$ cat src/rtl/non_restoring_div_pkg.sv
// Shared types and constants for the non-restoring divider.
package non_restoring_div_pkg;

    // Controller states: idle/ready, one quotient bit per cycle, final correction.
    typedef enum logic [1:0] {
        StIdle,
        StIter,
        StFix
    } state_e;

    // Iteration counter width; the counter runs 0 .. width-1.
    function automatic int unsigned cnt_width(input int unsigned width);
        return $clog2(width);
    endfunction

    // Quotient reported on divide-by-zero (all ones, sliced to WIDTH at use).
    localparam logic [63:0] DivByZeroQuot = '1;

endpackage

$ cat src/rtl/nr_div_step.sv
// One combinational non-restoring division step: shift in the next dividend bit,
// then subtract or add the divisor depending on the sign of the previous remainder.
module nr_div_step #(
    parameter int unsigned WIDTH = 16
) (
    input  logic [WIDTH:0] p,
    input  logic [WIDTH:0] m,
    input  logic           dbit,
    output logic [WIDTH:0] p_next,
    output logic           q_bit
);

    logic [WIDTH:0] shifted;

    // Sign of the previous remainder picks subtract (>= 0) or add (< 0).
    always_comb begin
        shifted = {p[WIDTH-1:0], dbit};
        if (p[WIDTH]) begin
            p_next = shifted + m;
        end else begin
            p_next = shifted - m;
        end
        q_bit = ~p_next[WIDTH];
    end

endmodule

$ cat src/rtl/non_restoring_divider.sv
// Multi-cycle non-restoring integer divider with start/done handshake,
// optional two's-complement mode, divide-by-zero and signed-overflow flags.
module non_restoring_divider
    import non_restoring_div_pkg::*;
#(
    parameter int unsigned WIDTH     = 16,
    parameter bit          SIGNED_EN = 1'b1
) (
    input  logic             clk,
    input  logic             rst,
    input  logic             start,
    input  logic             is_signed,
    input  logic [WIDTH-1:0] dividend,
    input  logic [WIDTH-1:0] divisor,
    output logic             ready,
    output logic             done,
    output logic [WIDTH-1:0] quotient,
    output logic [WIDTH-1:0] remainder,
    output logic             div_by_zero,
    output logic             overflow
);

    localparam int unsigned      CntW    = cnt_width(WIDTH);
    localparam logic [CntW-1:0]  CntLast = CntW'(WIDTH - 1);
    localparam logic [WIDTH-1:0] MostNeg = {1'b1, {(WIDTH - 1){1'b0}}};
    localparam logic [WIDTH-1:0] DbzQuot = DivByZeroQuot[WIDTH-1:0];

    state_e state_q, state_d;
    logic [CntW-1:0]  cnt_q, cnt_d;
    logic [WIDTH:0]   p_q, p_d;
    logic [WIDTH:0]   m_q, m_d;
    // Holds the dividend bits still to be shifted out and the quotient bits shifted in.
    logic [WIDTH-1:0] q_q, q_d;
    logic             neg_q_q, neg_q_d;
    logic             neg_r_q, neg_r_d;
    logic             dbz_q, dbz_d;
    logic             ovf_q, ovf_d;
    logic             done_q, done_d;
    logic [WIDTH-1:0] quot_q, quot_d;
    logic [WIDTH-1:0] rem_q, rem_d;
    logic             dbz_out_q, dbz_out_d;
    logic             ovf_out_q, ovf_out_d;

    logic             sgn;
    logic [WIDTH-1:0] dvd_mag;
    logic [WIDTH-1:0] dvs_mag;
    logic [WIDTH-1:0] rem_mag;
    logic [WIDTH:0]   step_p;
    logic             step_q;

    assign sgn = SIGNED_EN & is_signed;

    // A W-bit negate of the most-negative value yields 2^(W-1), exact as an unsigned magnitude.
    assign dvd_mag = (sgn && dividend[WIDTH-1]) ? -dividend : dividend;
    assign dvs_mag = (sgn && divisor[WIDTH-1]) ? -divisor : divisor;

    // Final restore: a negative partial remainder gets M added back (result fits in W bits).
    assign rem_mag = p_q[WIDTH] ? (p_q[WIDTH-1:0] + m_q[WIDTH-1:0]) : p_q[WIDTH-1:0];

    nr_div_step #(
        .WIDTH (WIDTH)
    ) u_step (
        .p      (p_q),
        .m      (m_q),
        .dbit   (q_q[WIDTH-1]),
        .p_next (step_p),
        .q_bit  (step_q)
    );

    // Next-state and datapath updates for the accept / iterate / fix sequence.
    always_comb begin
        state_d   = state_q;
        cnt_d     = cnt_q;
        p_d       = p_q;
        m_d       = m_q;
        q_d       = q_q;
        neg_q_d   = neg_q_q;
        neg_r_d   = neg_r_q;
        dbz_d     = dbz_q;
        ovf_d     = ovf_q;
        done_d    = 1'b0;
        quot_d    = quot_q;
        rem_d     = rem_q;
        dbz_out_d = dbz_out_q;
        ovf_out_d = ovf_out_q;

        unique case (state_q)
            StIdle: begin
                if (start) begin
                    neg_q_d = sgn & (dividend[WIDTH-1] ^ divisor[WIDTH-1]);
                    neg_r_d = sgn & dividend[WIDTH-1];
                    ovf_d   = sgn && (dividend == MostNeg) && (divisor == '1);
                    p_d     = '0;
                    cnt_d   = '0;
                    if (divisor == '0) begin
                        // Keep the raw dividend so it can be returned as the remainder.
                        state_d = StFix;
                        dbz_d   = 1'b1;
                        q_d     = dividend;
                        m_d     = '0;
                    end else begin
                        state_d = StIter;
                        dbz_d   = 1'b0;
                        q_d     = dvd_mag;
                        m_d     = {1'b0, dvs_mag};
                    end
                end
            end
            StIter: begin
                p_d   = step_p;
                q_d   = {q_q[WIDTH-2:0], step_q};
                cnt_d = cnt_q + CntW'(1);
                if (cnt_q == CntLast) begin
                    state_d = StFix;
                end
            end
            StFix: begin
                state_d = StIdle;
                done_d  = 1'b1;
                if (dbz_q) begin
                    quot_d    = DbzQuot;
                    rem_d     = q_q;
                    dbz_out_d = 1'b1;
                    ovf_out_d = 1'b0;
                end else begin
                    // Overflow needs no special case: magnitude 2^(W-1) wraps to most-negative.
                    quot_d    = neg_q_q ? -q_q : q_q;
                    rem_d     = neg_r_q ? -rem_mag : rem_mag;
                    dbz_out_d = 1'b0;
                    ovf_out_d = ovf_q;
                end
            end
            default: begin
                state_d = StIdle;
            end
        endcase
    end

    // State and output registers; synchronous reset aborts any operation in flight.
    always_ff @(posedge clk) begin
        if (rst) begin
            state_q   <= StIdle;
            cnt_q     <= '0;
            p_q       <= '0;
            m_q       <= '0;
            q_q       <= '0;
            neg_q_q   <= 1'b0;
            neg_r_q   <= 1'b0;
            dbz_q     <= 1'b0;
            ovf_q     <= 1'b0;
            done_q    <= 1'b0;
            quot_q    <= '0;
            rem_q     <= '0;
            dbz_out_q <= 1'b0;
            ovf_out_q <= 1'b0;
        end else begin
            state_q   <= state_d;
            cnt_q     <= cnt_d;
            p_q       <= p_d;
            m_q       <= m_d;
            q_q       <= q_d;
            neg_q_q   <= neg_q_d;
            neg_r_q   <= neg_r_d;
            dbz_q     <= dbz_d;
            ovf_q     <= ovf_d;
            done_q    <= done_d;
            quot_q    <= quot_d;
            rem_q     <= rem_d;
            dbz_out_q <= dbz_out_d;
            ovf_out_q <= ovf_out_d;
        end
    end

    assign ready       = (state_q == StIdle);
    assign done        = done_q;
    assign quotient    = quot_q;
    assign remainder   = rem_q;
    assign div_by_zero = dbz_out_q;
    assign overflow    = ovf_out_q;

endmodule

$ cat config.mk
export PLATFORM = sky130hd
export DESIGN_NAME = non_restoring_divider
export DESIGN_NICKNAME = d
export VERILOG_FILES = /design/src/rtl/non_restoring_div_pkg.sv /design/src/rtl/nr_div_step.sv /design/src/rtl/non_restoring_divider.sv
export SDC_FILE = /design/constraint.sdc
export NUM_CORES = 1
export LEC_CHECK = 0
export ABC_AREA = 1
export CELL_PAD_IN_SITES_DETAIL_PLACEMENT = 1
export CELL_PAD_IN_SITES_GLOBAL_PLACEMENT = 2
export CORE_ASPECT_RATIO = 0.8
export CORE_MARGIN = 4
export CORE_UTILIZATION = 34
export DETAILED_ROUTE_END_ITERATION = 6
export PLACE_DENSITY = 0.85
export SLEW_MARGIN = 40
export SYNTH_ARGS = -nofsm -noshare
export SYNTH_HDL_FRONTEND = slang
export SYNTH_HIERARCHICAL = 1
export SYNTH_SLANG_ARGS = --single-unit
$ cat constraint.sdc
create_clock -name clk -period 7.2 [get_ports clk]
set_input_delay 0.72 -clock clk [delete_from_list [all_inputs] [get_ports clk]]
set_output_delay 0.72 -clock clk [all_outputs]
set_load 0.005 [all_outputs]
==> impl_results.md, run 1 <==
* Setup violations, final at 0
* Worst reg2reg setup slack at around 4.2 ns
* First drt pass iteration count at 5
* Via density at between 5 and 6
* Post-CTS Setup Bufs at 0
* Starting Density at 0.349
* CTS Hold Bufs at 0
* Crit start category: flip-flop
* Initial antenna violation count at 0
* CP endpoint kind: flip-flop
* Count of nets after finishing at roughly 1,400
* Synth Register Bits at 94
* Syn Nets at approximately 1,300
* GR met3 Demand/Resource at 0.0336
* Skew-Pair Late Insertion Delay at around 0.36 ns
* Remaining DRCs at 0
* Final Slew Violations at 0
* Commonest cells in the netlist: 364 x nand2_1, 144 x inv_1, 103 x a21oi_1
* Cts bufs inserted at 9
* CTS tree: built
* Worst Reg-to-Reg Cells at 14
* Synthesized instance count at 1,238
* Crit Path Category: reg2reg
* Htree depth at 3
* Area occupied by multi-input gates at roughly 0.005 mm²
* Dpl hpwl at 22,200 µm
* Req. time, crit path at between 7 and 8 ns
* Tmin final at approximately 3 ns
* Final instance area at 0.00895 mm²
* N_diodes at 0
* Final Hold Viols at 0
* Fillcell total at between 2,000 and 3,000
* Routed wire length at between 20,000 and 30,000 µm
* F_max at around 330 MHz
* Synth area leader: dfxtp_1
* Top cells by area, synth: dfxtp_1 25%, nand2_1 18%, inv_1 7.1%, a21oi_1 6.8%, ha_1 6.3%
* Share of the synthesized area in the top cell type at 0.248
* Reg clk slew, reported paths at approximately 0.07 ns
* Worst-path fanout max at 39
* CTS resizes at 0
* Main flop type after synthesis: dfxtp_1
* 1st-iter DRT viols at between 600 and 700
* Max-cap violation count at 0
* Yosys cell types at 44
* Rel. slew slack at 0.499
* Layout cells sized above 1 at 0.0658
* Worst r2r src: p_q[16]$_SDFFE_PP0P_
* Sequential share of the synthesized area at 0.248
* Peak supply drop at ~100 µV
* Per-cell routed wire length at 17.4 µm
* Hold Path Depth at 2
* DIE WIDTH at approximately 180 µm
* Antenna Nets Post-Route at 0
* IO Count at 72
* Worst Hold Launch: cnt_q[3]$_SDFFE_PP0P_
* Pre-CTS WS at a little over 4 ns
* GPL Wtd Cong at roughly 0.88
* Worst Setup Slack, final at around 4.2 ns
* Clock sinks at between 90 and 100
* Row Count at between 40 and 50
* Number of global-route vias before repair at approximately 7,800
* Pin count of the biggest net entering global routing at approximately 70
* Fin crit share at 0.417
* Number of synthesized flops with an enable pin at 0
* Worst Hold Path EP: cnt_q[3]$_SDFFE_PP0P_
* Register area at between 0.0015 and 0.002 mm²
* Placed cell area at between 0.008 and 0.009 mm²
* First-pass GRT wire length at ~44,000 µm
* Die Area at ~0.025 mm²
* Count leader, synth: nand2_1
* Grt met1 use at 0.353
* IO Port Bufs at 71
* Power density over the cells at 267 mW/mm²
* Core Area at around 0.022 mm²
* Synth warn at 6
* Unrepaired setup endpoints after global routing: false
* All-layer global routing usage at 0.221
* Syn-to-layout area delta at 17.9%
* Async S/R FF share, synth at 0
* Min-Delay Path Class: reg2reg
* Total negative slack at 0 ns
* Root buf cell: clkbuf_16
* Area of the mapped netlist at between 0.007 and 0.008 mm²
* Via count at around 8,300
* Worst Path Arrival at about 3.3 ns
* Most Crowded Layer GR: met1
* CTS max path bufs at 2
* RR Endpoint: q_q[0]$_SDFFE_PP0P_
* GR Util met2 at 0.313
* Outcome: complete, no violations
* Final Skew at 0.0126 ns
* Die height at around 140 µm
* Syn Area/Cell at between 6 and 7 µm²
* Slew @ Worst Pin at ~0.75 ns
* LEAKAGE at ~4.1 nW
* GRT overflow at 0
[cell type report]
type | count | share of cell area
clock buffer | 10 | 0.0256
multi-input combinational | 951 | 0.556
clock inverter | 6 | 0.0157
sequential | 94 | 0.210
timing repair buffer | 78 | 0.0860
tap | 300 | 0.0419
inverter | 153 | 0.0642
[routing by layer]
| layer | vias up | routed length [µm] |
|---|---|---|
| met2 | 196 | 11100 |
| met4 | 0 | 316 |
| met5 | - | 0 |
| li1 | 4128 | - |
| met3 | 18 | 1620 |
| met1 | 3958 | 14700 |
[state kept, by name, summed over array words and instances, names as in the netlist]
signal and cells:
cnt_q 4, m_q 16, neg_r_q 1, q_q 16, quotient 16, div_by_zero 1, ovf_q 1, dbz_q 1
p_q 17, done 1, overflow 1, neg_q_q 1, remainder 16, state_q 2
[layout by cell type (no fill, tap or decap), types with 8 or more instances in the layout]
| cell | instances |
|---|---|
| xor2_1 | 46 |
| o21ai_1 | 10 |
| o221ai_1 | 12 |
| inv_1 | 144 |
| nand3_1 | 92 |
| a21oi_1 | 103 |
| dfxtp_1 | 94 |
| xnor2_1 | 8 |
| nor3_1 | 16 |
| ha_1 | 38 |
| clkdlybuf4s50_1 | 70 |
| nand4_1 | 16 |
| nand2_1 | 364 |
| nor2_2 | 12 |
| or2_2 | 8 |
| a31oi_1 | 13 |
| nand2_2 | 17 |
| inv_2 | 8 |
| nor2_1 | 79 |
| o21ai_0 | 77 |
| clkbuf_16 | 9 |
[report_power, final]
part	total [mW]	internal [mW]	leakage [nW]	switching [mW]
Combinational	1.13	0.390	3.16	0.741
Clock	0.610	0.379	0.179	0.231
Sequential	0.650	0.568	0.766	0.0823
Total	2.39	1.34	4.10	1.05
[worst max-delay path by stage]
stage | start | to
6_report | p_q[16]$_SDFFE_PP0P_ | q_q[0]$_SDFFE_PP0P_
5_1_grt | p_q[0]$_SDFFE_PP0P_ | remainder[12]$_SDFFE_PP0P_
4_1_cts | p_q[0]$_SDFFE_PP0P_ | remainder[10]$_SDFFE_PP0P_
3_5_place_dp | divisor[0] | q_q[6]$_SDFFE_PP0P_
3_3_place_gp | divisor[0] | q_q[6]$_SDFFE_PP0P_
2_1_floorplan | p_q[0]$_SDFFE_PP0P_ | remainder[10]$_SDFFE_PP0P_
[per-stage QoR]
step / cells / power, mW / hold slack (ns) / util
after floorplan: 1238 / 1.45 / 0.437 / -
after global placement: 1575 / 1.75 / 0.453 / 0.394
after detailed placement: 1576 / 1.78 / 0.457 / 0.395
after CTS: 1592 / 2.40 / 0.469 / 0.412
after global routing: 1592 / 2.58 / 0.490 / 0.412
final: 1592 / 2.39 / 0.466 / 0.412
[critical path: stages (launching register included)]
cell and delay, ns:
dfxtp_1 0.31, buf_4 0.36, inv_2 0.23, o21ai_0 0.26, nand4_1 0.18, xor2_1 0.18, ha_1 0.40, nand2_1 0.15
nor3_2 0.25, nand2_1 0.08, nand2_1 0.09, nand3_1 0.07, nand2_1 0.13, nand2_1 0.07, a31oi_1 0.15
[logic make-up after synthesis]
group,count (synthesis),synth area share
xor gates and xnor gates,54,0.0623
AOI/OAI and AO/OA,231,0.168
and+or+nand+nor,625,0.357
other,1,0.000494
adders and majority gates,40,0.0679
DFF,94,0.248
buffers and inverters,193,0.0974
(Power assumes the default switching activity.)
==> run 2: changes to the inputs <==
Settings changed: CORE_UTILIZATION 34 to 31, PLACE_DENSITY 0.85 to 0.78.
Clock period 7.2 ns to 2.82 ns, I/O delays scaled along.
==> run 2 against run 1 <==
Compared with the run above: power rose to 2.6 times the previous value; non-clock buffer count increased by 30; largest power group unchanged; die area rose by 9.2%; critical path type unchanged; critical path depth grew 2.
==> impl_results.md, run 2 (synthesis results as in run 1) <==
* Outcome: complete, no violations
* First drt pass iteration count at 4 (-1)
* Worst Path Arrival at 2.94 ns (-0.35 ns)
* Unrepaired setup endpoints after global routing: true
* Antenna Nets Post-Route at 0 (unchanged)
* Grt met1 use at 0.355 (+0.00186)
* CTS tree: built
* Row Count at 50 (+4.2%)
* Clock sinks at 94 (unchanged)
* Count of nets after finishing at 1,393 (+2.2%)
* GPL Wtd Cong at 0.899 (+1.7%)
* Crit Path Category: reg2reg
* Die height at 148 µm (+4.5%)
* LEAKAGE at 4.21 nW (+2.6%)
* GR met3 Demand/Resource at 0.0327 (-0.000846)
* Core Util, Final at 0.387 (-0.0245)
* Root buf cell: clkbuf_16
* Pin count of the biggest net entering global routing at 71 (-1.4%)
* Power density over the cells at 664 mW/mm² (+150%)
* Most frequent cells in the layout: 362 x nand2_1, 142 x inv_1, 100 x a21oi_1
* Syn-to-layout area delta at 21.2%
* Min-Delay Path Class: reg2reg
* DIE WIDTH at 183 µm (+4.5%)
* Skew-Pair Late Insertion Delay at 0.36 ns (about the same)
* Fillcell total at 3,147 (+9.1%)
* Total power at 6.11 mW (+160%)
* Starting Density at 0.319 (-0.0299)
* Final Skew at 0.0119 ns (-0.000687 ns)
* CTS Hold Bufs at 0 (unchanged)
* GR Util met2 at 0.307 (-0.00595)
* F_max at 378 MHz (+13%)
* Crit start category: flip-flop
* Via density at 5.12 (-1.9%)
* Fin crit share at 0.938 (+0.521)
* Core Area at 0.0238 mm² (+9.3%)
* Critical path cell sequence: nor2_2 -> nand4_1 -> o21ai_4 -> nand2_1 -> xor2_1 -> ha_1 -> nand2_1 -> inv_2 -> nand2_1 -> nor3_2 -> nand2_1 -> nand2_1 -> nand3_1 -> nand2_1 -> nand2_1 -> a31oi_1
* Slew @ Worst Pin at 0.734 ns (-0.0169 ns)
* Most used cell, CP: nand2_1
* Dpl hpwl at 24,200 µm (+9.0%)
* Buf/Inv on CP at 1 (-1)
* 1st-iter DRT viols at 543 (-17%)
* GRT overflow at 0 (unchanged)
* Max reg flops at 17 (unchanged)
* Final Hold Viols at 0 (unchanged)
* Layout cells sized above 1 at 0.104 (+0.0378)
* Htree depth at 3 (unchanged)
* Setup violations, final at 0 (unchanged)
* Routed wire length at 30,100 µm (+8.5%)
* Fin Hold WS at 0.469 ns (+0.00311 ns)
* N_diodes at 0 (unchanged)
* Die Area at 0.0271 mm² (+9.2%)
* All-layer global routing usage at 0.220 (-0.00150)
* First-pass GRT wire length at 47,100 µm (+7.6%)
* Tmin final at 2.65 ns (-0.355 ns)
* Per-cell routed wire length at 18.4 µm (+5.7%)
* Peak supply drop at 295 µV (+190%)
* Final Slew Violations at 0 (unchanged)
* Inst Count DP at 1,614 (+2.4%)
* CP endpoint kind: flip-flop
* CP max stage cell: ha_1
* Via count at 8,361 (+0.73%)
* Remaining DRCs at 0 (unchanged)
* Leading cell type in the layout, fill and taps excluded: nand2_1
* Reg with most FFs: p_q
* Req. time, crit path at 3.11 ns (-4.38 ns)
* IO Count at 72 (unchanged)
* Number of global-route vias before repair at 8,092 (+3.9%)
* IO Port Bufs at 71 (unchanged)
* Cts bufs inserted at 9 (unchanged)
* Max-cap violation count at 0 (unchanged)
* Reg clk slew, reported paths at 0.08 ns (about the same)
* Slowest stage delay, CP at 0.39 ns (about the same)
* Delay-heaviest family, CP: simple AND/OR/NAND/NOR gates
* Worst-path fanout max at 5 (-87%)
* Rel. slew slack at 0.508 (+0.00880)
* Most Crowded Layer GR: met1
* CTS max path bufs at 2 (unchanged)
* Non-Filler Instances at 1,634 (+2.6%)
* Initial antenna violation count at 0 (unchanged)
==> run 2: cell count changes in the layout (fill, tap and decap cells not counted), moves of 4 or more <==
cell	previous run	this run
dfxtp_1	94	89
buf_4	5	36
ha_1	38	32
dfxtp_2	0	5
bufinv_16	4	0
==> run 2: power by group <==
| group | internal [mW] | switching, mW | total [mW] | leakage [nW] |
|---|---|---|---|---|
| Clock | 0.637 | 0.630 | 1.27 | 0.137 |
| Sequential | 1.45 | 0.171 | 1.62 | 0.768 |
| Combinational | 1.15 | 2.07 | 3.22 | 3.30 |
| Total | 3.24 | 2.87 | 6.11 | 4.21 |
==> run 2: path summary, 6_finish.rpt <==
path / endpoint / cells past startpoint / slack [ns] / start
min reg2reg: cnt_q[3]$_SDFFE_PP0P_ / 2 / 0.47 / cnt_q[3]$_SDFFE_PP0P_
max: q_q[0]$_SDFFE_PP0P_ / 16 / 0.17 / m_q[2]$_SDFFE_PP0P_
min: cnt_q[3]$_SDFFE_PP0P_ / 2 / 0.47 / cnt_q[3]$_SDFFE_PP0P_
max reg2reg: q_q[0]$_SDFFE_PP0P_ / 16 / 0.17 / m_q[2]$_SDFFE_PP0P_
==> run 2: routing by layer <==
metal	up-vias	share of wire	routed length [µm]
li1	4180	-	-
met4	0	0.0085	255
met3	18	0.044	1310
met5	-	0	0
met1	4009	0.55	16500
met2	154	0.40	12000
==> run 2: metrics by stage <==
step / worst slack (ns) / instance area (µm²) / setup TNS (ns)
2_1_floorplan: 0.337 / 7590 / 0
3_3_place_gp: 0.0951 / 8780 / 0
3_5_place_dp: 0.0516 / 8780 / 0
4_1_cts: 0.0102 / 9060 / 0
5_1_grt: -0.0710 / 9210 / -0.108
6_report: 0.174 / 9210 / 0
==> run 2: timing repair <==
action	CTS	global route
setup endpoints to repair	0	15
resized for setup	0	31
setup buffers	0	4
==> run 2: final cells by class <==
cell class | count | area (µm²) | share of cell area
clock inverter | 6 | 50.0 | 0.00544
sequential | 94 | 1890 | 0.205
inverter | 153 | 574 | 0.0624
multi-input combinational | 951 | 5080 | 0.552
clock buffer | 10 | 239 | 0.0260
tap | 312 | 390 | 0.0424
timing repair buffer | 108 | 987 | 0.107
==> run 2: worst min-delay path, cell delays in order (launching register included) <==
cell     delay [ns]
dfxtp_1        0.31
nand2_1        0.06
a21oi_1        0.05
==> run 3: changes to the inputs <==
Settings changed: GPL_TIMING_DRIVEN set to 0, PLACE_DENSITY 0.78 to 0.8.
==> run 3 against run 2 <==
Compared with the run above: count of clock-buffer cells in the layout stayed put; setup slack better by 0.017 ns; sequential cell count stayed put; maximum frequency is 0.65% higher; register-to-register slack better by 0.02 ns; final cell count is 0.49% higher; sequential share of layout area is 0.25 points higher; critical path type unchanged; largest cell class unchanged; largest power group unchanged.
==> impl_results.md, run 3 (synthesis results as in run 1) <==
* Root buf cell: clkbuf_16
* Pin count of the biggest net entering global routing at 16 (-77%)
* Rel. slew slack at 0.484 (-0.0236)
* Core Area at 0.0238 mm² (unchanged)
* Layout cells sized above 1 at 0.0955 (-0.00814)
* Crit Path Category: reg2reg
* Reg clk slew, reported paths at 0.08 ns (about the same)
* All-layer global routing usage at 0.215 (-0.00468)
* Crit start category: flip-flop
* Via count at 8,353 (-0.096%)
* Routed wire length at 29,300 µm (-2.5%)
* IO Port Bufs at 70 (-1.4%)
* CP endpoint kind: flip-flop
* Power density over the cells at 655 mW/mm² (-1.4%)
* LEAKAGE at 4.13 nW (-1.9%)
* Fin Hold WS at 0.466 ns (-0.00352 ns)
* Min-Delay Path Class: reg2reg
* CTS Hold Bufs at 0 (unchanged)
* Starting Density at 0.319 (unchanged)
* Dpl hpwl at 24,300 µm (+0.47%)
* Req. time, crit path at 3.09 ns (-0.02 ns)
* CTS tree: built
* Row Count at 50 (unchanged)
* GPL Wtd Cong at 0.853 (-5.2%)
* Syn-to-layout area delta at 21.0%
* Outcome: complete, no violations
* Via density at 5.09 (-0.58%)
* Slew @ Worst Pin at 0.774 ns (+0.0400 ns)
* IO Count at 72 (unchanged)
* Peak supply drop at 323 µV (+9.5%)
* Die Area at 0.0271 mm² (unchanged)
* 1st-iter DRT viols at 551 (+1.5%)
* Count of nets after finishing at 1,403 (+0.72%)
* Max-cap violation count at 0 (unchanged)
* Per-cell routed wire length at 17.8 µm (-3.0%)
* N_diodes at 0 (unchanged)
* Reg with most FFs: p_q
* Initial antenna violation count at 0 (unchanged)
* CTS max path bufs at 2 (unchanged)
* Final Skew at 0.0133 ns (+0.00139 ns)
* Final Hold Viols at 0 (unchanged)
* Setup violations, final at 0 (unchanged)
* Clock sinks at 94 (unchanged)
* Pre-CTS WS at -0.208 ns (-0.260 ns)
* Cts bufs inserted at 9 (unchanged)
* Tmin final at 2.63 ns (-0.0170 ns)
* First drt pass iteration count at 4 (unchanged)
* Max reg flops at 17 (unchanged)
* Worst Path Arrival at 2.90 ns (-0.04 ns)
* F_max at 380 MHz (+0.65%)
* Final Slew Violations at 0 (unchanged)
* Htree depth at 3 (unchanged)
* Die height at 148 µm (unchanged)
* DIE WIDTH at 183 µm (unchanged)
* Antenna Nets Post-Route at 0 (unchanged)
* GRT overflow at 0 (unchanged)
* Leading cell type in the layout, fill and taps excluded: nand2_1
* Number of global-route vias before repair at 8,148 (+0.69%)
* Remaining DRCs at 0 (unchanged)
* Worst-path fanout max at 5 (unchanged)
* Skew-Pair Late Insertion Delay at 0.35 ns (about the same)
* Worst Setup Slack, final at 0.191 ns (+0.0170 ns)
* Fin crit share at 0.932 (-0.00604)
* Most frequent cells in the layout: 358 x nand2_1, 142 x inv_1, 100 x a21oi_1
* First-pass GRT wire length at 45,700 µm (-3.0%)
-- run 3: worst max-delay path, stage by stage, from the launching register on --
cell	delay [ns]
dfxtp_4	0.39
inv_2	0.10
ha_4	0.14
nand2_2	0.08
nor2_4	0.13
inv_2	0.07
o21ai_4	0.14
o21ai_1	0.09
nand2_1	0.06
nand2_1	0.11
ha_4	0.29
nand2_2	0.10
inv_1	0.05
a21oi_1	0.13
nand2_1	0.10
a21oi_2	0.13
nand3_1	0.10
nand2_2	0.12
nand2_1	0.08
a21oi_2	0.15
-- run 3: path summary, 6_finish.rpt --
| kind | endpoint | from | cells past startpoint | slack (ns) |
|---|---|---|---|---|
| max | p_q[16]$_SDFFE_PP0P_ | m_q[1]$_SDFFE_PP0P_ | 19 | 0.19 |
| min | q_q[8]$_SDFFE_PP0P_ | q_q[8]$_SDFFE_PP0P_ | 2 | 0.47 |
| max reg2reg | p_q[16]$_SDFFE_PP0P_ | m_q[1]$_SDFFE_PP0P_ | 19 | 0.19 |
| min reg2reg | q_q[8]$_SDFFE_PP0P_ | q_q[8]$_SDFFE_PP0P_ | 2 | 0.47 |
-- run 3: metal layers --
metal | GRT usage | wire length (µm) | up-vias | share of wire
li1 | - | - | 4204 | -
met1 | 0.340 | 16000 | 3984 | 0.55
met2 | 0.310 | 11800 | 148 | 0.40
met3 | 0.0290 | 1220 | 17 | 0.042
met4 | 0.0372 | 284 | 0 | 0.0097
met5 | 0 | 0 | - | 0
-- run 3: where the power goes --
group | total (mW) | switching (mW) | leakage, nW | internal (mW)
Combinational | 3.11 | 1.97 | 3.23 | 1.14
Clock | 1.20 | 0.583 | 0.127 | 0.621
Sequential | 1.70 | 0.246 | 0.773 | 1.45
-- run 3: metrics by stage --
stage               instance area, µm²  total power, mW  TNS [ns]  instances   util
global route                      9190             6.51   -0.0114       1642  0.386
global placement                  8690             4.56    -0.677       1620  0.365
finish                            9190             6.01         0       1642  0.386
detailed placement                8690             4.59     -1.13       1620  0.365
floorplan                         7590             3.71         0       1238      -
CTS                               9020             5.87         0       1638  0.380
-- run 3: cell type report --
type                            count  area, µm²
Timing Repair Buffer               78        761
Sequential cell                    94       1910
Inverter                          153        574
Multi-Input combinational cell    951       5120
Clock buffer                       10        239
Tap cell                          312        390
Clock inverter                      4       32.5
Fill cell                        3170      14600
Buffer                             40        165
-- run 3: repair_timing --
action	CTS	global route
setup endpoints to repair	13	15
gates resized for setup	9	39
gates cloned	0	0
buffers inserted	4	4
endpoints found under the hold margin	0	0
pin swaps	4	11
